<file path="src/rtl/add_nib_seq_if.sv">
// Handshake and data bundle for the nibble-serial adder/subtractor.
// The slave side is the adder. The master side is whoever supplies
// the operands and takes the result.
interface add_nib_seq_if #(
  parameter int WIDTH = 16
);

  logic             i_valid;
  logic             o_ready;
  logic [WIDTH-1:0] i_a;
  logic [WIDTH-1:0] i_b;
  logic             i_cin;
  logic             i_sub;
  logic             o_valid;
  logic             i_ready;
  logic [WIDTH-1:0] o_s;
  logic             o_c;
  logic             o_ovf;

  modport slave (
    input  i_valid,
    output o_ready,
    input  i_a,
    input  i_b,
    input  i_cin,
    input  i_sub,
    output o_valid,
    input  i_ready,
    output o_s,
    output o_c,
    output o_ovf
  );

  modport master (
    output i_valid,
    input  o_ready,
    output i_a,
    output i_b,
    output i_cin,
    output i_sub,
    input  o_valid,
    output i_ready,
    input  o_s,
    input  o_c,
    input  o_ovf
  );

endinterface

</file>
<file path="src/rtl/add_nib_seq.sv">
// Sequential WIDTH-bit adder/subtractor that reuses one 4-bit
// carry-lookahead slice. It processes one nibble per cycle, LSB first,
// and keeps the carry between nibbles in a register.

// 4-bit carry-lookahead adder slice.
module fa_4bit (
  input  logic [3:0] a,
  input  logic [3:0] b,
  input  logic       cin,
  output logic [3:0] s,
  output logic       cout
);

  logic [3:0] g;
  logic [3:0] p;
  logic [4:0] c;

  assign g = a & b;
  assign p = a ^ b;

  // Each carry is expanded directly from generate/propagate terms, so no ripple chain.
  always_comb begin
    c[0] = cin;
    c[1] = g[0] | (p[0] & cin);
    c[2] = g[1] | (p[1] & g[0]) | (p[1] & p[0] & cin);
    c[3] = g[2] | (p[2] & g[1]) | (p[2] & p[1] & g[0])
         | (p[2] & p[1] & p[0] & cin);
    c[4] = g[3] | (p[3] & g[2]) | (p[3] & p[2] & g[1])
         | (p[3] & p[2] & p[1] & g[0]) | (p[3] & p[2] & p[1] & p[0] & cin);
  end

  assign s    = p ^ c[3:0];
  assign cout = c[4];

endmodule

module add_nib_seq #(
  parameter int WIDTH = 16
) (
  input  logic          i_clk,
  input  logic          i_rst,
  add_nib_seq_if.slave  bus
);

  localparam int NIB = WIDTH / 4;
  localparam int CW  = (NIB > 1) ? $clog2(NIB) : 1;

  typedef enum logic [1:0] {
    IDLE,
    RUN,
    DONE
  } state_t;

  state_t           state;
  state_t           state_next;

  logic [WIDTH-1:0] a_sh;
  logic [WIDTH-1:0] b_sh;
  logic             carry;
  logic [CW-1:0]    cnt;
  logic [WIDTH-5:0] res_acc;
  logic [WIDTH-1:0] res_cat;

  logic [WIDTH-1:0] s_q;
  logic             c_q;
  logic             ovf_q;

  logic [3:0]       nib_sum;
  logic             nib_cout;
  logic             last_nib;
  logic             msb_cin;
  logic             ovf_now;

  fa_4bit u_slice (
    .a    (a_sh[3:0]),
    .b    (b_sh[3:0]),
    .cin  (carry),
    .s    (nib_sum),
    .cout (nib_cout)
  );

  // New sum nibbles enter at the top and the earlier ones move down.
  // After the last nibble, res_cat is the complete result in order.
  assign res_cat  = {nib_sum, res_acc};
  assign last_nib = (state == RUN) && (cnt == CW'(NIB - 1));

  // On the last nibble, the slice's bit 3 is bit WIDTH-1 of the operands.
  // Recover the MSB carry-in from a ^ b' ^ s.
  assign msb_cin  = a_sh[3] ^ b_sh[3] ^ nib_sum[3];
  assign ovf_now  = msb_cin ^ nib_cout;

  // State register.
  always_ff @(posedge i_clk) begin
    if (i_rst) begin
      state <= IDLE;
    end else begin
      state <= state_next;
    end
  end

  // Next-state logic: accept in IDLE, run NIB cycles, hold until the result is taken.
  always_comb begin
    state_next = state;
    case (state)
      IDLE: begin
        if (bus.i_valid) begin
          state_next = RUN;
        end
      end
      RUN: begin
        if (last_nib) begin
          state_next = DONE;
        end
      end
      DONE: begin
        if (bus.i_ready) begin
          state_next = IDLE;
        end
      end
      default: begin
        state_next = IDLE;
      end
    endcase
  end

  // Operand shifters, inter-nibble carry, counter and partial result.
  always_ff @(posedge i_clk) begin
    if (i_rst) begin
      a_sh    <= '0;
      b_sh    <= '0;
      carry   <= 1'b0;
      cnt     <= '0;
      res_acc <= '0;
    end else begin
      case (state)
        IDLE: begin
          if (bus.i_valid) begin
            a_sh    <= bus.i_a;
            b_sh    <= bus.i_sub ? ~bus.i_b : bus.i_b;
            carry   <= bus.i_sub ? 1'b1 : bus.i_cin;
            cnt     <= '0;
            res_acc <= '0;
          end
        end
        RUN: begin
          a_sh    <= {4'b0000, a_sh[WIDTH-1:4]};
          b_sh    <= {4'b0000, b_sh[WIDTH-1:4]};
          carry   <= nib_cout;
          cnt     <= cnt + CW'(1);
          res_acc <= res_cat[WIDTH-1:4];
        end
        default: begin
        end
      endcase
    end
  end

  // Visible result registers. They change only when the final nibble completes.
  always_ff @(posedge i_clk) begin
    if (i_rst) begin
      s_q   <= '0;
      c_q   <= 1'b0;
      ovf_q <= 1'b0;
    end else if (last_nib) begin
      s_q   <= res_cat;
      c_q   <= nib_cout;
      ovf_q <= ovf_now;
    end
  end

  assign bus.o_ready = (state == IDLE);
  assign bus.o_valid = (state == DONE);
  assign bus.o_s     = s_q;
  assign bus.o_c     = c_q;
  assign bus.o_ovf   = ovf_q;

endmodule

</file>
<file path="src/flat_wrapper.sv">
// flat-port wrapper written by rule: the top's interface ports become plain ports
module add_nib_seq_flat 
#(
  parameter int WIDTH = 16
)
  (i_clk, i_rst, bus_i_valid, bus_o_ready, bus_i_a, bus_i_b, bus_i_cin, bus_i_sub, bus_o_valid, bus_i_ready, bus_o_s, bus_o_c, bus_o_ovf);
  add_nib_seq_if #(.WIDTH(WIDTH)) bus_i ();
  input  logic i_clk;
  input  logic i_rst;
  input wire logic [$bits(bus_i.i_valid)-1:0] bus_i_valid;
  output wire logic [$bits(bus_i.o_ready)-1:0] bus_o_ready;
  input wire logic [$bits(bus_i.i_a)-1:0] bus_i_a;
  input wire logic [$bits(bus_i.i_b)-1:0] bus_i_b;
  input wire logic [$bits(bus_i.i_cin)-1:0] bus_i_cin;
  input wire logic [$bits(bus_i.i_sub)-1:0] bus_i_sub;
  output wire logic [$bits(bus_i.o_valid)-1:0] bus_o_valid;
  input wire logic [$bits(bus_i.i_ready)-1:0] bus_i_ready;
  output wire logic [$bits(bus_i.o_s)-1:0] bus_o_s;
  output wire logic [$bits(bus_i.o_c)-1:0] bus_o_c;
  output wire logic [$bits(bus_i.o_ovf)-1:0] bus_o_ovf;
  assign bus_i.i_valid = bus_i_valid;
  assign bus_o_ready = bus_i.o_ready;
  assign bus_i.i_a = bus_i_a;
  assign bus_i.i_b = bus_i_b;
  assign bus_i.i_cin = bus_i_cin;
  assign bus_i.i_sub = bus_i_sub;
  assign bus_o_valid = bus_i.o_valid;
  assign bus_i.i_ready = bus_i_ready;
  assign bus_o_s = bus_i.o_s;
  assign bus_o_c = bus_i.o_c;
  assign bus_o_ovf = bus_i.o_ovf;
  add_nib_seq #(.WIDTH(WIDTH)) u_core (.i_clk(i_clk), .i_rst(i_rst), .bus(bus_i));
endmodule
</file>
<file path="config.mk">
export PLATFORM = sky130hd
export DESIGN_NAME = add_nib_seq_flat
export DESIGN_NICKNAME = d
export VERILOG_FILES = /design/src/rtl/add_nib_seq_if.sv /design/src/rtl/add_nib_seq.sv /design/src/flat_wrapper.sv
export SDC_FILE = /design/constraint.sdc
export NUM_CORES = 1
export LEC_CHECK = 0
export CAP_MARGIN = 20
export CORE_MARGIN = 10
export CORE_UTILIZATION = 55
export DETAILED_ROUTE_END_ITERATION = 6
export GPL_TIMING_DRIVEN = 0
export HOLD_SLACK_MARGIN = 0.08
export PLACE_DENSITY = 0.8
export SLEW_MARGIN = 20
export SYNTH_ARGS = -nofsm -noshare
export SYNTH_HDL_FRONTEND = slang
export SYNTH_SLANG_ARGS = --single-unit
</file>
<file path="constraint.sdc">
create_clock -name i_clk -period 3.3 [get_ports i_clk]
set_clock_uncertainty 0.05 [all_clocks]
set_input_delay 0.66 -clock i_clk [delete_from_list [all_inputs] [get_ports i_clk]]
set_output_delay 0.66 -clock i_clk [all_outputs]
set_load 0.01 [all_outputs]
</file>
==> impl_metrics.yaml, run 1 <==
floorplan:
  num_rows: 26
  start_util_pct: 57.8
  floorplan.die_area_sq_um: 8870
  die_width_um: 94.2
  die_height_um: 94.2
  placeableCoreArea_sq_um: 5240
  pin_count: 58
cts:
  cts.reportedPaths.clkPinSlew_ps: 70
  number_of_cts_inserted_buffers: 9
  cts-hold-fix-buffers: 0
  cts.sinks: 67
  cts_tree: "yes"
  clk_latency_worst_skew_pair_ps: 340
  clockBufferDepth: 2
  root_buffer: "sky130_fd_sc_hd__clkbuf_8"
  cts_post_setup_buffers_inserted: 0
  cts_max_level: 3
  cts_repair_resizes: 0
synthesis:
  net_count_after_synthesis: 389
  biggest_area_consumer_among_synthesized_cells: "sky130_fd_sc_hd__dfxtp_1"
  synth_area_leaders: "sky130_fd_sc_hd__dfxtp_1 (44%), sky130_fd_sc_hd__nor2_1 (8.7%), sky130_fd_sc_hd__a21oi_1 (6.6%), sky130_fd_sc_hd__xor2_1 (4.9%), sky130_fd_sc_hd__a22oi_1 (4.7%)"
  netlist_area_sq_um: 3030
  most_frequent_cell_after_synthesis: "sky130_fd_sc_hd__nor2_1"
  syn_area_per_cell_sq_um: 8.78
  netlist-cell-type-count: 36
  compound_gate_portion_of_the_synthesized_area_pct: 23.8
  post_synth_most_frequent_cells: "sky130_fd_sc_hd__nor2_1 (70), sky130_fd_sc_hd__dfxtp_1 (67), sky130_fd_sc_hd__a21oi_1 (40), sky130_fd_sc_hd__nand2_1 (31), sky130_fd_sc_hd__a22oi_1 (19)"
  yosys.area_share.xor_xnor_pct: 5.21
  dominantRegCellSynth: "sky130_fd_sc_hd__dfxtp_1"
  async_reset_ff_share_pct: 0
  post_synth_mux_area_share_pct: 0.331
  synth_simple_gate_area_share_pct: 16.3
  netlist_instances: 345
  synth_adder_area_share_pct: 2.73
  synth_edf_count: 0
  ys.warnings.count: 0
  yosys_register_bits: 67
  synth_top_family_by_area: "compound AO/OA/AOI/OAI gates"
  synth_top_area_share_pct: 44.3
  seq_area_frac_synth_pct: 44.3
placement:
  placement.cell_area_sq_um: 3660
  gp_routability_congestion: 0.862
  placement.io_buffers: 54
  hpwlAfterDp_um: 5670
worst_setup_path:
  regToRegSetupSlack_ps: 1570
  cp_slowest_cell: "sky130_fd_sc_hd__clkdlybuf4s50_1"
  cp-startpoint: "u_core.state[1]$_SDFFE_PP0P_"
  cp_num_buf_inv: 2
  worst-path-max-fanout: 10
  setup.worst_path.end_class: "output pin"
  timing.critical_path.cells: "buf_6 > nor2b_1 > clkdlybuf4s50_1"
  worst_r2r_path_depth: 5
  type_of_the_setup_path_with_the_least_slack: "reg -> out"
  endpoint: "bus_o_valid"
  crit-reg2reg-launch: "u_core.b_sh[0]$_SDFFE_PP0P_"
  max_stage_delay_ps: 600
  worst_ep_required_time_ps: 2590
  critical_path.startpoint_type: "flop"
  worstSetupPathDepth: 3
  r2r-end: "u_core.bus.o_c$_SDFFE_PP0P_"
  worst-endpoint-arrival_ps: 1780
  worst_path_dominant_cell_family: "buffers and inverters"
global_route:
  grt_met2_use_pct: 30.0
  grt_antenna_before_repair: 0
  pin_count_of_the_biggest_net_entering_global_routing: 11
  grt_pass1_wl_um: 12800
  grt.busiest_layer: "met2"
  met3_usage_pct: 6.47
  grt-ovfl-total: 0
  first_global_vias: 2684
  groute.layer.met1.usage_pct: 21.3
  gr-usage-all-layers_pct: 18.0
final_layout:
  multi_input_area_sq_um: 1470
  n_fill_cell: 425
  n_antenna_cell: 0
  final_layout_size_suffix_gt1_share_pct: 13.1
  final_cell_utilization_of_the_core_pct: 73.3
  area_growth_pct: 26.7
  finalNetCount: 454
  register_area_sq_um: 1340
  post_layout_inst_area_sq_um: 3840
status:
  run_status: "completed"
sta:
  hold_violations: 0
  timing.final.crit_period_ps: 2490
  slew_headroom_pct: 61.3
  fin_setup_tns_ps: 0
  period_share_pct: 75.6
  worst_case_hold_slack_ps: 402
  highest_clock_frequency_the_design_can_meet_ghz: 0.401
  setup-violations-final: 0
  rsz0062_at_grt: "no"
  worst_slew_pin_slew_ps: 581
  timing.final.max_slew_violations: 0
route:
  postRouteWirelength_um: 7840
  routed_via_density: 5.63
  ant_nets: 0
  first_iter_violations: 189
  detailed_route_via_count: 2720
  firstDrtPassIters: 5
  remaining_drc_errors: 0
  avgRoutedWirePerCell_um: 16.2
power_and_ir_drop:
  power_per_cell_area_nw_per_um2: 470
  ir_worst_vdd_v: 0.000390
  total_leakage_power_nw: 1.49
min_path:
  min-delay-path-class: "reg -> reg"
run:
  cap_viol_max_count: 0
-- power by group --
part | switching [mW] | internal, mW
logic | 0.145 | 0.132
clock network | 0.289 | 0.359
registers | 0.0296 | 0.849
total | 0.464 | 1.34
-- cells in the final DEF (no fill, tap or decap), types with 4 or more instances in the layout --
master / instances
sky130_fd_sc_hd__nor2_1: 70
sky130_fd_sc_hd__nand2_1: 31
sky130_fd_sc_hd__inv_1: 9
sky130_fd_sc_hd__buf_2: 14
sky130_fd_sc_hd__buf_6: 6
sky130_fd_sc_hd__clkdlybuf4s50_1: 54
sky130_fd_sc_hd__a2111oi_2: 4
sky130_fd_sc_hd__clkbuf_8: 10
sky130_fd_sc_hd__ha_1: 5
sky130_fd_sc_hd__nor2b_1: 5
sky130_fd_sc_hd__o221a_2: 8
sky130_fd_sc_hd__a21oi_1: 40
sky130_fd_sc_hd__xor2_1: 17
sky130_fd_sc_hd__a22oi_1: 19
sky130_fd_sc_hd__clkbuf_1: 8
sky130_fd_sc_hd__a222oi_1: 12
sky130_fd_sc_hd__dfxtp_1: 67
-- area by class of cell --
cell class | count | share of cell area (%)
Buffer | 31 | 4.86
Tap cell | 70 | 2.28
Clock inverter | 3 | 1.04
Sequential cell | 67 | 35.0
Inverter | 9 | 0.880
Timing Repair Buffer | 54 | 14.1
Multi-Input combinational cell | 238 | 38.2
Clock buffer | 11 | 3.68
-- tightest hold or removal path: cells and delay by family, from the launching register on --
kind               cells  cell delay, ps
and+or+nand+nor        1              50
AOI/OAI and AO/OA      1              50
DFF                    1             310
-- cell families after synthesis --
kind of cell,Yosys count
simple gates,118
compound gates,95
flops,67
buf+inv,40
xor+xnor,18
fa+ha+maj,6
mux,1
-- worst min-delay path by stage --
stage / from / end / slack [ps] / cells after the start
floorplan: u_core.res_acc[0]$_SDFFE_PP0P_ / u_core.bus.o_s[0]$_SDFFE_PP0P_ / 380 / 2
global placement: u_core.bus.o_s[7]$_SDFFE_PP0P_ / u_core.bus.o_s[7]$_SDFFE_PP0P_ / 390 / 2
detailed placement: u_core.bus.o_s[3]$_SDFFE_PP0P_ / u_core.bus.o_s[3]$_SDFFE_PP0P_ / 400 / 2
CTS: u_core.bus.o_s[3]$_SDFFE_PP0P_ / u_core.bus.o_s[3]$_SDFFE_PP0P_ / 410 / 2
global route: u_core.bus.o_s[0]$_SDFFE_PP0P_ / u_core.bus.o_s[0]$_SDFFE_PP0P_ / 430 / 2
finish: u_core.bus.o_s[3]$_SDFFE_PP0P_ / u_core.bus.o_s[3]$_SDFFE_PP0P_ / 400 / 2
-- flip-flops by register name (all words and copies together), names as in the netlist --
signal            flops
u_core.bus.o_s       16
u_core.carry          1
u_core.state          2
u_core.res_acc       12
u_core.a_sh          16
u_core.b_sh          16
u_core.bus.o_ovf      1
u_core.bus.o_c        1
u_core.cnt            2
-- routing by layer --
metal,up-vias,routed length [um]
li1,1338,-
met1,1294,3320
met2,82,3910
met3,6,561
met4,0,40
met5,-,0
-- through the flow --
stage	instances	power (mW)	setup slack [ps]
floorplan	345	1.07	1610
global placement	469	1.16	1190
detailed placement	469	1.17	1210
CTS	483	1.81	822
global route	483	1.88	746
finish	483	1.80	805
Power figures use the tool's default switching activity.
==> run 2: changes to the inputs <==
--- a/config.mk
+++ b/config.mk
@@ -7,11 +7,11 @@
 export LEC_CHECK = 0
 export CAP_MARGIN = 20
 export CORE_MARGIN = 10
-export CORE_UTILIZATION = 55
+export CORE_UTILIZATION = 52
 export DETAILED_ROUTE_END_ITERATION = 6
 export GPL_TIMING_DRIVEN = 0
 export HOLD_SLACK_MARGIN = 0.08
-export PLACE_DENSITY = 0.8
+export PLACE_DENSITY = 0.76
 export SLEW_MARGIN = 20
 export SYNTH_ARGS = -nofsm -noshare
 export SYNTH_HDL_FRONTEND = slang
==> constraint.sdc (replaced) <==
create_clock -name i_clk -period 2.3 [get_ports i_clk]
set_clock_uncertainty 0.05 [all_clocks]
set_input_delay 0.46 -clock i_clk [delete_from_list [all_inputs] [get_ports i_clk]]
set_output_delay 0.46 -clock i_clk [all_outputs]
set_load 0.01 [all_outputs]
==> impl_metrics.yaml, run 2 (same netlist as run 1, synthesis figures left out) <==
final_layout:
  final_layout_size_suffix_gt1_share_pct: 13.7
  post_layout_inst_area_sq_um: 3860
  n_fill_cell: 464
  area_growth_pct: 27.6
  mostFrequentLayoutCells: "sky130_fd_sc_hd__nor2_1 (70), sky130_fd_sc_hd__dfxtp_1 (67), sky130_fd_sc_hd__clkdlybuf4s50_1 (53), sky130_fd_sc_hd__a21oi_1 (40), sky130_fd_sc_hd__nand2_1 (31)"
  final_cell_utilization_of_the_core_pct: 69.3
  n_antenna_cell: 0
  finalNetCount: 454
  leading_cell_type_in_the_layout_fill_and_taps_excluded: "sky130_fd_sc_hd__nor2_1"
cts:
  clockBufferDepth: 2
  cts_repair_resizes: 0
  clk_latency_worst_skew_pair_ps: 350
  cts.reportedPaths.clkPinSlew_ps: 70
  root_buffer: "sky130_fd_sc_hd__clkbuf_8"
  cts_tree: "yes"
  cts_max_level: 3
  cts.sinks: 67
  number_of_cts_inserted_buffers: 9
  cts-hold-fix-buffers: 0
  cts_post_setup_buffers_inserted: 0
floorplan:
  placeableCoreArea_sq_um: 5570
  die_width_um: 96.3
  die_height_um: 96.3
  num_rows: 27
  start_util_pct: 54.3
  floorplan.die_area_sq_um: 9270
  pin_count: 58
global_route:
  grt-ovfl-total: 0
  gr-usage-all-layers_pct: 18.0
  grt_pass1_wl_um: 13100
  first_global_vias: 2690
  grt_antenna_before_repair: 0
  pin_count_of_the_biggest_net_entering_global_routing: 13
worst_setup_path:
  type_of_the_setup_path_with_the_least_slack: "reg -> out"
  worst_path_dominant_cell_family: "buffers and inverters"
  worst_r2r_path_depth: 5
  worst-path-max-fanout: 9
  cp_num_buf_inv: 2
  r2r-end: "u_core.bus.o_s[14]$_SDFFE_PP0P_"
  critical_path.startpoint_type: "flop"
  timing.critical_path.cells: "buf_6 > nor2_1 > clkdlybuf4s50_1"
  regToRegSetupSlack_ps: 620
  worst-endpoint-arrival_ps: 1560
  setup.worst_path.end_class: "output pin"
  max_stage_delay_ps: 580
  crit-reg2reg-launch: "u_core.b_sh[0]$_SDFFE_PP0P_"
  cp_slowest_cell: "sky130_fd_sc_hd__clkdlybuf4s50_1"
  worst_ep_required_time_ps: 1790
sta:
  period_share_pct: 90.0
  worst_case_hold_slack_ps: 401
  hold_violations: 0
  fin_setup_tns_ps: 0
  rsz0062_at_grt: "no"
  worst_slew_pin_slew_ps: 600
  setup-violations-final: 0
  timing.final.max_slew_violations: 0
  highest_clock_frequency_the_design_can_meet_ghz: 0.483
  timing.final.crit_period_ps: 2070
  slew_headroom_pct: 60.0
placement:
  placement.io_buffers: 54
  gp_routability_congestion: 0.816
  placement.cell_area_sq_um: 3660
  hpwlAfterDp_um: 5610
min_path:
  worst_hold_path.num_cells: 2
  min_delay_worst_endpoint: "u_core.bus.o_s[1]$_SDFFE_PP0P_"
  hold_path_startpoint: "u_core.res_acc[1]$_SDFFE_PP0P_"
  min-delay-path-class: "reg -> reg"
run:
  cap_viol_max_count: 0
power_and_ir_drop:
  total_leakage_power_nw: 1.52
  power_per_cell_area_nw_per_um2: 685
  ir_worst_vdd_v: 0.000485
route:
  avgRoutedWirePerCell_um: 16.1
  ant_nets: 0
  remaining_drc_errors: 0
  detailed_route_via_count: 2727
  postRouteWirelength_um: 7850
  routed_via_density: 5.60
  firstDrtPassIters: 6
  first_iter_violations: 158
status:
  run_status: "completed"
[run 2: cell count changes in the layout (fill, tap and decap cells not counted), sizes merged]
| cell | before | now |
|---|---|---|
| clkinvlp | 0 | 1 |
| clkinv | 2 | 4 |
| clkdlybuf4s50 | 54 | 53 |
| dlymetal6s2s | 0 | 1 |
| clkbuf | 18 | 17 |
[run 2: how the worst max path moves through the flow]
| stage | depth (start not counted) | startpoint | end | slack, ps |
|---|---|---|---|---|
| floorplan | 5 | u_core.b_sh[0]$_SDFFE_PP0P_ | u_core.bus.o_c$_SDFFE_PP0P_ | 800 |
| global placement | 3 | u_core.state[1]$_SDFFE_PP0P_ | bus_o_valid | 430 |
| detailed placement | 3 | u_core.state[1]$_SDFFE_PP0P_ | bus_o_valid | 450 |
| CTS | 3 | u_core.state[1]$_SDFFE_PP0P_ | bus_o_valid | 50 |
| global route | 3 | u_core.state[0]$_SDFFE_PP0P_ | bus_o_ready | 180 |
| finish | 3 | u_core.state[0]$_SDFFE_PP0P_ | bus_o_ready | 230 |
[run 2: layout make-up]
| cell class | instances | area, sq um | share of cell area, % |
|---|---|---|---|
| multi-input cells | 238 | 1470 | 38.0 |
| flip-flops and latches | 67 | 1340 | 34.7 |
| repair buffers | 54 | 543 | 14.1 |
| plain buffers | 31 | 186 | 4.83 |
| clock buffers | 10 | 138 | 3.56 |
| well taps | 72 | 90.1 | 2.33 |
| clock inverters | 6 | 65.1 | 1.68 |
| inverters | 9 | 33.8 | 0.874 |
[run 2: per-layer routing]
layer	up-vias	part of all wire [%]	GRT usage, %	wire (um)
met3	6	7.1	5.68	561
li1	1339	-	-	-
met1	1304	42	21.8	3330
met5	-	0	0	0
met4	0	0.69	5.33	54
met2	78	50	29.8	3910
[run 2: tightest hold or removal path: cells and delay by family, from the launching register on]
family | cells | cell delay [ps]
and+or+nand+nor | 1 | 50
AOI/OAI and AO/OA | 1 | 50
DFF | 1 | 310
[run 2: through the flow]
| stage | power (mW) | worst slack (ps) | std cells |
|---|---|---|---|
| after global placement | 1.67 | 425 | 471 |
| after global routing | 2.76 | 181 | 487 |
| after detailed placement | 1.68 | 448 | 471 |
| after floorplan | 1.53 | 801 | 345 |
| after CTS | 2.65 | 51.0 | 487 |
| final | 2.65 | 230 | 487 |
[run 2: power by group]
part | internal [mW] | total, mW | switching, mW
registers | 1.22 | 1.26 | 0.0435
logic | 0.190 | 0.393 | 0.204
clock network | 0.529 | 0.993 | 0.463
total | 1.94 | 2.65 | 0.711
